[src/rtl/beat_line_sequencer.sv]
// Frame-level controller for the beat counter: strobes a start per line, waits for
// the counter to start and finish, captures line length, inserts a gap, repeats.
module beat_line_sequencer #(
  parameter int LINES       = 128,
  parameter int MINPIXEL    = 4,
  parameter int GAP_CYCLES  = 4,
  parameter int START_WIDTH = 1,
  parameter int TIMEOUT     = 64
) (
  input  logic        i_clk,
  input  logic        i_rst,
  input  logic        i_frameReq,
  input  logic        i_abort,
  input  logic        i_started,
  input  logic        i_process,
  input  logic [19:0] i_pixelCounter,
  output logic        o_startCounterEn,
  output logic        o_frameBusy,
  output logic        o_lineDone,
  output logic        o_shortLine,
  output logic        o_frameDone,
  output logic        o_fault,
  output logic [7:0]  o_lineCount,
  output logic [19:0] o_lastLineLen
);

  localparam logic [7:0]  LAST_LINE  = 8'(LINES - 1);
  localparam logic [15:0] START_LAST = 16'(START_WIDTH - 1);
  localparam logic [15:0] TO_LAST    = 16'(TIMEOUT - 1);
  localparam logic [15:0] GAP_LAST   = 16'(GAP_CYCLES - 1);

  typedef enum logic [2:0] {
    S_IDLE, S_ARM, S_WAIT_START, S_RUN, S_GAP, S_DONE, S_FAULT
  } state_t;

  state_t      r_state;
  logic        r_processQ;
  logic [15:0] r_cnt;
  logic        w_lineEnd;
  logic        w_short;

  // End of line is the falling edge of process.
  assign w_lineEnd = r_processQ & ~i_process;
  assign w_short   = i_pixelCounter < 20'(MINPIXEL);

  always_ff @(posedge i_clk or posedge i_rst) begin
    if (i_rst) begin
      r_state          <= S_IDLE;
      r_processQ       <= 1'b0;
      r_cnt            <= '0;
      o_startCounterEn <= 1'b0;
      o_frameBusy      <= 1'b0;
      o_lineDone       <= 1'b0;
      o_shortLine      <= 1'b0;
      o_frameDone      <= 1'b0;
      o_fault          <= 1'b0;
      o_lineCount      <= '0;
      o_lastLineLen    <= '0;
    end else begin
      r_processQ  <= i_process;
      o_lineDone  <= 1'b0;
      o_shortLine <= 1'b0;
      o_frameDone <= 1'b0;
      // Abort overrides everything, including a line end in the same cycle.
      if (i_abort) begin
        r_state          <= S_IDLE;
        r_cnt            <= '0;
        o_startCounterEn <= 1'b0;
        o_frameBusy      <= 1'b0;
        o_fault          <= 1'b0;
      end else begin
        case (r_state)
          S_IDLE: begin
            if (i_frameReq) begin
              r_state          <= S_ARM;
              r_cnt            <= '0;
              o_startCounterEn <= 1'b1;
              o_frameBusy      <= 1'b1;
              o_lineCount      <= '0;
            end
          end
          S_ARM: begin
            if (r_cnt == START_LAST) begin
              r_state          <= S_WAIT_START;
              r_cnt            <= '0;
              o_startCounterEn <= 1'b0;
            end else begin
              r_cnt <= r_cnt + 16'd1;
            end
          end
          S_WAIT_START: begin
            if (i_started) begin
              r_state <= S_RUN;
              r_cnt   <= '0;
            end else if (r_cnt == TO_LAST) begin
              r_state     <= S_FAULT;
              r_cnt       <= '0;
              o_fault     <= 1'b1;
              o_frameBusy <= 1'b0;
            end else begin
              r_cnt <= r_cnt + 16'd1;
            end
          end
          S_RUN: begin
            if (w_lineEnd) begin
              o_lastLineLen <= i_pixelCounter;
              o_lineDone    <= 1'b1;
              o_shortLine   <= w_short;
              o_lineCount   <= o_lineCount + 8'd1;
              r_cnt         <= '0;
              r_state       <= (o_lineCount == LAST_LINE) ? S_DONE : S_GAP;
            end
          end
          S_GAP: begin
            if (r_cnt == GAP_LAST) begin
              r_state          <= S_ARM;
              r_cnt            <= '0;
              o_startCounterEn <= 1'b1;
            end else begin
              r_cnt <= r_cnt + 16'd1;
            end
          end
          S_DONE: begin
            r_state     <= S_IDLE;
            o_frameDone <= 1'b1;
            o_frameBusy <= 1'b0;
          end
          S_FAULT: begin
            o_fault          <= 1'b1;
            o_frameBusy      <= 1'b0;
            o_startCounterEn <= 1'b0;
          end
          default: r_state <= S_IDLE;
        endcase
      end
    end
  end

endmodule
[config.mk]
export PLATFORM = sky130hd
export DESIGN_NAME = beat_line_sequencer
export DESIGN_NICKNAME = d
export VERILOG_FILES = /design/src/rtl/beat_line_sequencer.sv
export SDC_FILE = /design/constraint.sdc
export NUM_CORES = 1
export LEC_CHECK = 0
export CAP_MARGIN = 20
export CORE_MARGIN = 5
export CORE_UTILIZATION = 50
export DETAILED_ROUTE_END_ITERATION = 8
export PLACE_DENSITY_LB_ADDON = 0.08
export SYNTH_ARGS = -nofsm -noshare
export SYNTH_HDL_FRONTEND = slang
export SYNTH_SLANG_ARGS = --single-unit
[constraint.sdc]
create_clock -name i_clk -period 6.41 [get_ports i_clk]
set_input_delay 0.9615 -clock i_clk [delete_from_list [all_inputs] [get_ports i_clk]]
set_output_delay 0.9615 -clock i_clk [all_outputs]
set_load 0.02 [all_outputs]
==> Implementation_results.wiki <==
{| class="wikitable"
! Metric !! Value
|-
| Net count after synthesis || 352
|-
| Finish-stage setup viols || 0
|-
| Num CTS Buffers || 5
|-
| Clock input transition at the sequential cells of the worst setup and hold paths || roughly 0.1 ns
|-
| Maxcap violations || 0
|-
| Sw Pwr || between 0.0004 and 0.0005 W
|-
| DIE HEIGHT || about 86 um
|-
| Max Clock Skew || 0.00702 ns
|-
| Die X || 86.3 um
|-
| Number of placed I/O pins || 60
|-
| Antenna violations before repair || 0
|-
| Combinational family with the most area after synthesis || simple AND/OR/NAND/NOR gates
|-
| Register share of total power || 42.9%
|-
| Vias || 2538
|-
| Compound-Gate Fraction of Synth Area || 13.1%
|-
| RSZ-0062 raised after global routing || false
|-
| Insertion delay of the later-clocked pin in the worst-skew pair || 0.32 ns
|-
| Synth top area share || 46.4%
|-
| Commonest cells after routing, fill and taps aside || 81 x nand2_1, 59 x clkdlybuf4s50_1, 54 x dfrtp_1
|-
| First-pass GRT wire length || between 10000 and 15000 um
|-
| Routed Wire Length || between 7000 and 8000 um
|-
| Data arrival time of the critical path || 2.95 ns
|-
| Cell row count || 27
|-
| Die ar. || 7450 sq um
|-
| Slew Viols, Final || 0
|-
| Post-route antenna net violation count || 0
|-
| CP Capture Type || register
|-
| Number of nets in the layout || 403
|-
| Share of async-settable or async-resettable flops after synthesis || 100%
|-
| Worst supply voltage drop on vdd || 0.228 mV
|-
| Hold buffer count at CTS || 0
|-
| Clock Sinks || 54
|-
| Internal portion of total power || around 0.00067 W
|-
| Avg WL per Cell || 15.7 um
|-
| Cell class contributing the biggest share of worst-path delay || compound AO/OA/AOI/OAI gates
|-
| Final Wtd Congestion || 0.779
|-
| CTS root buf || clkbuf_8
|-
| Cell type of the slowest stage on the worst timing path || o21ai_4
|-
| Max_slew headroom || 47.4%
|-
| Top cell type by total area after synthesis || dfrtp_1
|-
| Most used flip-flop cell after synthesis || dfrtp_1
|-
| Warning count from the yosys run || 0
|-
| Cells resized by post-CTS repair || 0
|-
| Worst Tran Pin Value || 0.784 ns
|-
| Min Tclk post-route || around 2.8 ns
|-
| Setup Fix Bufs, Post-CTS || 0
|-
| Adder-cell share of the synthesized area || 1.29%
|-
| Placeable core region || ~5600 sq um
|-
| Static leakage power || 1.58 nW
|-
| Tot GR Track Use || 19.4%
|-
| CP Cell Sequence || ha_1 > or3b_2 > nor4_1 > o2bb2ai_2 > o21ai_4 > o211ai_1
|-
| Final HPWL DP || about 5000 um
|-
| Number of register bits inferred by synthesis || between 50 and 60
|-
| Buffer depth of the longest clock path || 2
|-
| Power per cell area || 296 nW/um^2
|-
| Gr ovfl total || 0
|-
| Vias per cell || ~5.7
|-
| Multiplexer fraction of the synthesized cell area || 2.58%
|-
| Fraction of power consumed by combinational cells || a little under two fifths
|-
| Synth area leaders || dfrtp_1 46%, nand2_1 10%, o211ai_1 2.3%, nand4_1 2.1%, xor2_1 2.1%
|-
| Antenna cell count || 0
|-
| Initial standard-cell utilization of the core || 52.3%
|-
| Required time at the endpoint of the critical path || between 6 and 7 ns
|-
| IO buf count || 59
|-
| Maximum fanout count along the critical path || 14
|-
| Type of origin of the critical path || register
|-
| Switching portion of total power || 37.5%
|-
| Detailed-route DRC error count || 0
|-
| Synth Area per Inst || 9.02 sq um
|-
| Setup TNS || 0 ns
|-
| Worst Hold Class || register to register
|-
| Buffers and inverters on the worst path || 0
|-
| Synth cell types || 50
|-
| Fmax || 360 MHz
|-
| Vias in the first global route || roughly 2400
|-
| Fraction of the yosys area taken by sequential cells || 46.4%
|-
| Xor-xnor portion of the synthesized cell area || 2.41%
|-
| 1st-iter DRT viols || 121
|-
| Layout-stage area growth over the synthesis result || 24.4%
|-
| Pin count of the biggest net entering global routing || 55
|-
| Final Core Density || between 60 and 70%
|-
| Clock Power Share || 19.7%
|-
| Leading cell type in the layout, fill and taps excluded || nand2_1
|-
| Mapped Area || about 2900 sq um
|-
| Share of synthesized cell area in and, or, nand and nor gates || 29.5%
|-
| Total count of hold-check failures in the final report || 0
|-
| Final clock period utilization by the worst path || 43.3%
|-
| H-tree depth || 2
|-
| Number of cells produced by synthesis || 323
|-
| Outcome || complete, no violations
|-
| Share of layout cells above drive strength 1 || 8.27%
|-
| Clock tree from TritonCTS || yes
|-
| Number of flops mapped to enable cells by yosys || 0
|-
| Worst Setup Path Type || register to register
|-
| Maximum single-stage delay on the critical path || 0.51 ns
|-
| Number of iterations in the first detailed-routing pass || 4
|}
## synthesized netlist by cell type (4+ instances only)
| cell type | count |
|---|---|
| a21oi_1 | 7 |
| and2_1 | 5 |
| and3_1 | 9 |
| and4_1 | 4 |
| clkbuf_1 | 12 |
| dfrtp_1 | 54 |
| inv_1 | 11 |
| mux2_2 | 4 |
| nand2_1 | 81 |
| nand3_1 | 7 |
| nand4_1 | 10 |
| nor2_1 | 16 |
| nor2b_1 | 4 |
| nor3_1 | 6 |
| nor4_1 | 6 |
| o211ai_1 | 9 |
| o211ai_2 | 4 |
| o21ai_0 | 7 |
| o21ai_1 | 8 |
| or4_1 | 4 |
| or4_4 | 4 |
| xor2_1 | 7 |
## power groups by stage
| stage | clock [W] | combinational [W] | sequential (W) |
|---|---|---|---|
| finish | 0.000211 | 0.000401 | 0.000460 |
| global route | 0.000229 | 0.000431 | 0.000471 |
| CTS | 0.000216 | 0.000404 | 0.000460 |
| detailed placement | 0 | 0.000402 | 0.000466 |
| global placement | 0 | 0.000398 | 0.000465 |
| floorplan | 0 | 0.000175 | 0.000515 |
## state kept, by name (all words and copies together) (netlist names)
signal	cells
o_fault	1
o_frameBusy	1
o_frameDone	1
o_lastLineLen	20
o_lineCount	8
o_lineDone	1
o_shortLine	1
o_startCounterEn	1
r_cnt	16
r_processQ	1
r_state	3
## layout make-up
cell class                      instances  area (sq um)
Fill cell                             478          1950
Multi-Input combinational cell        239          1420
Sequential cell                        54          1350
Timing Repair Buffer                   62           613
Tap cell                               72          90.1
Clock buffer                            6          82.6
Inverter                               12          45.0
Clock inverter                          2          16.3
## worst min-delay path: cells and delay by family (launching register included)
kind | cells | cell delay (ns)
flops | 1 | 0.35
simple gates | 2 | 0.10
## through the flow
stage	power [W]	instances	area, sq um	worst slack, ns	hold slack, ns
after floorplan	0.000690	323	2910	4.05	0.504
after global placement	0.000863	439	3520	3.43	0.459
after detailed placement	0.000868	439	3520	3.38	0.462
after CTS	0.00108	447	3620	3.67	0.487
after global routing	0.00113	447	3620	3.44	0.508
final	0.00107	447	3620	3.63	0.481
## final timing paths
| path | start | to | slack, ns | cells after the start |
|---|---|---|---|---|
| setup reg to reg | r_cnt[0] | r_cnt[11] | 3.63 | 6 |
| hold / removal | o_lastLineLen[7] | o_lastLineLen[7] | 0.48 | 2 |
| max in group asynchronous | i_rst | r_cnt[7] | 4.82 | 3 |
| hold reg to reg | o_lastLineLen[7] | o_lastLineLen[7] | 0.48 | 2 |
| min in group asynchronous | i_rst | o_lineCount[5] | 1.14 | 3 |
| setup / recovery | r_cnt[0] | r_cnt[11] | 3.63 | 6 |
## cells by family after synthesis
kind of cell | Yosys count
muxes | 7
AOI/OAI and AO/OA | 52
xor gates and xnor gates | 8
and+or+nand+nor | 169
adders and majority gates | 3
DFF | 54
buffers and inverters | 30
## per-layer routing
metal	vias to the layer above	part of all wire (%)	track usage (%)
met5	-	0	0
met4	0	0.93	5.38
met3	7	6.0	4.47
met2	61	49	32.4
met1	1229	44	25.2
li1	1241	-	-
Note: power is estimated with default switching activity, not from simulation.
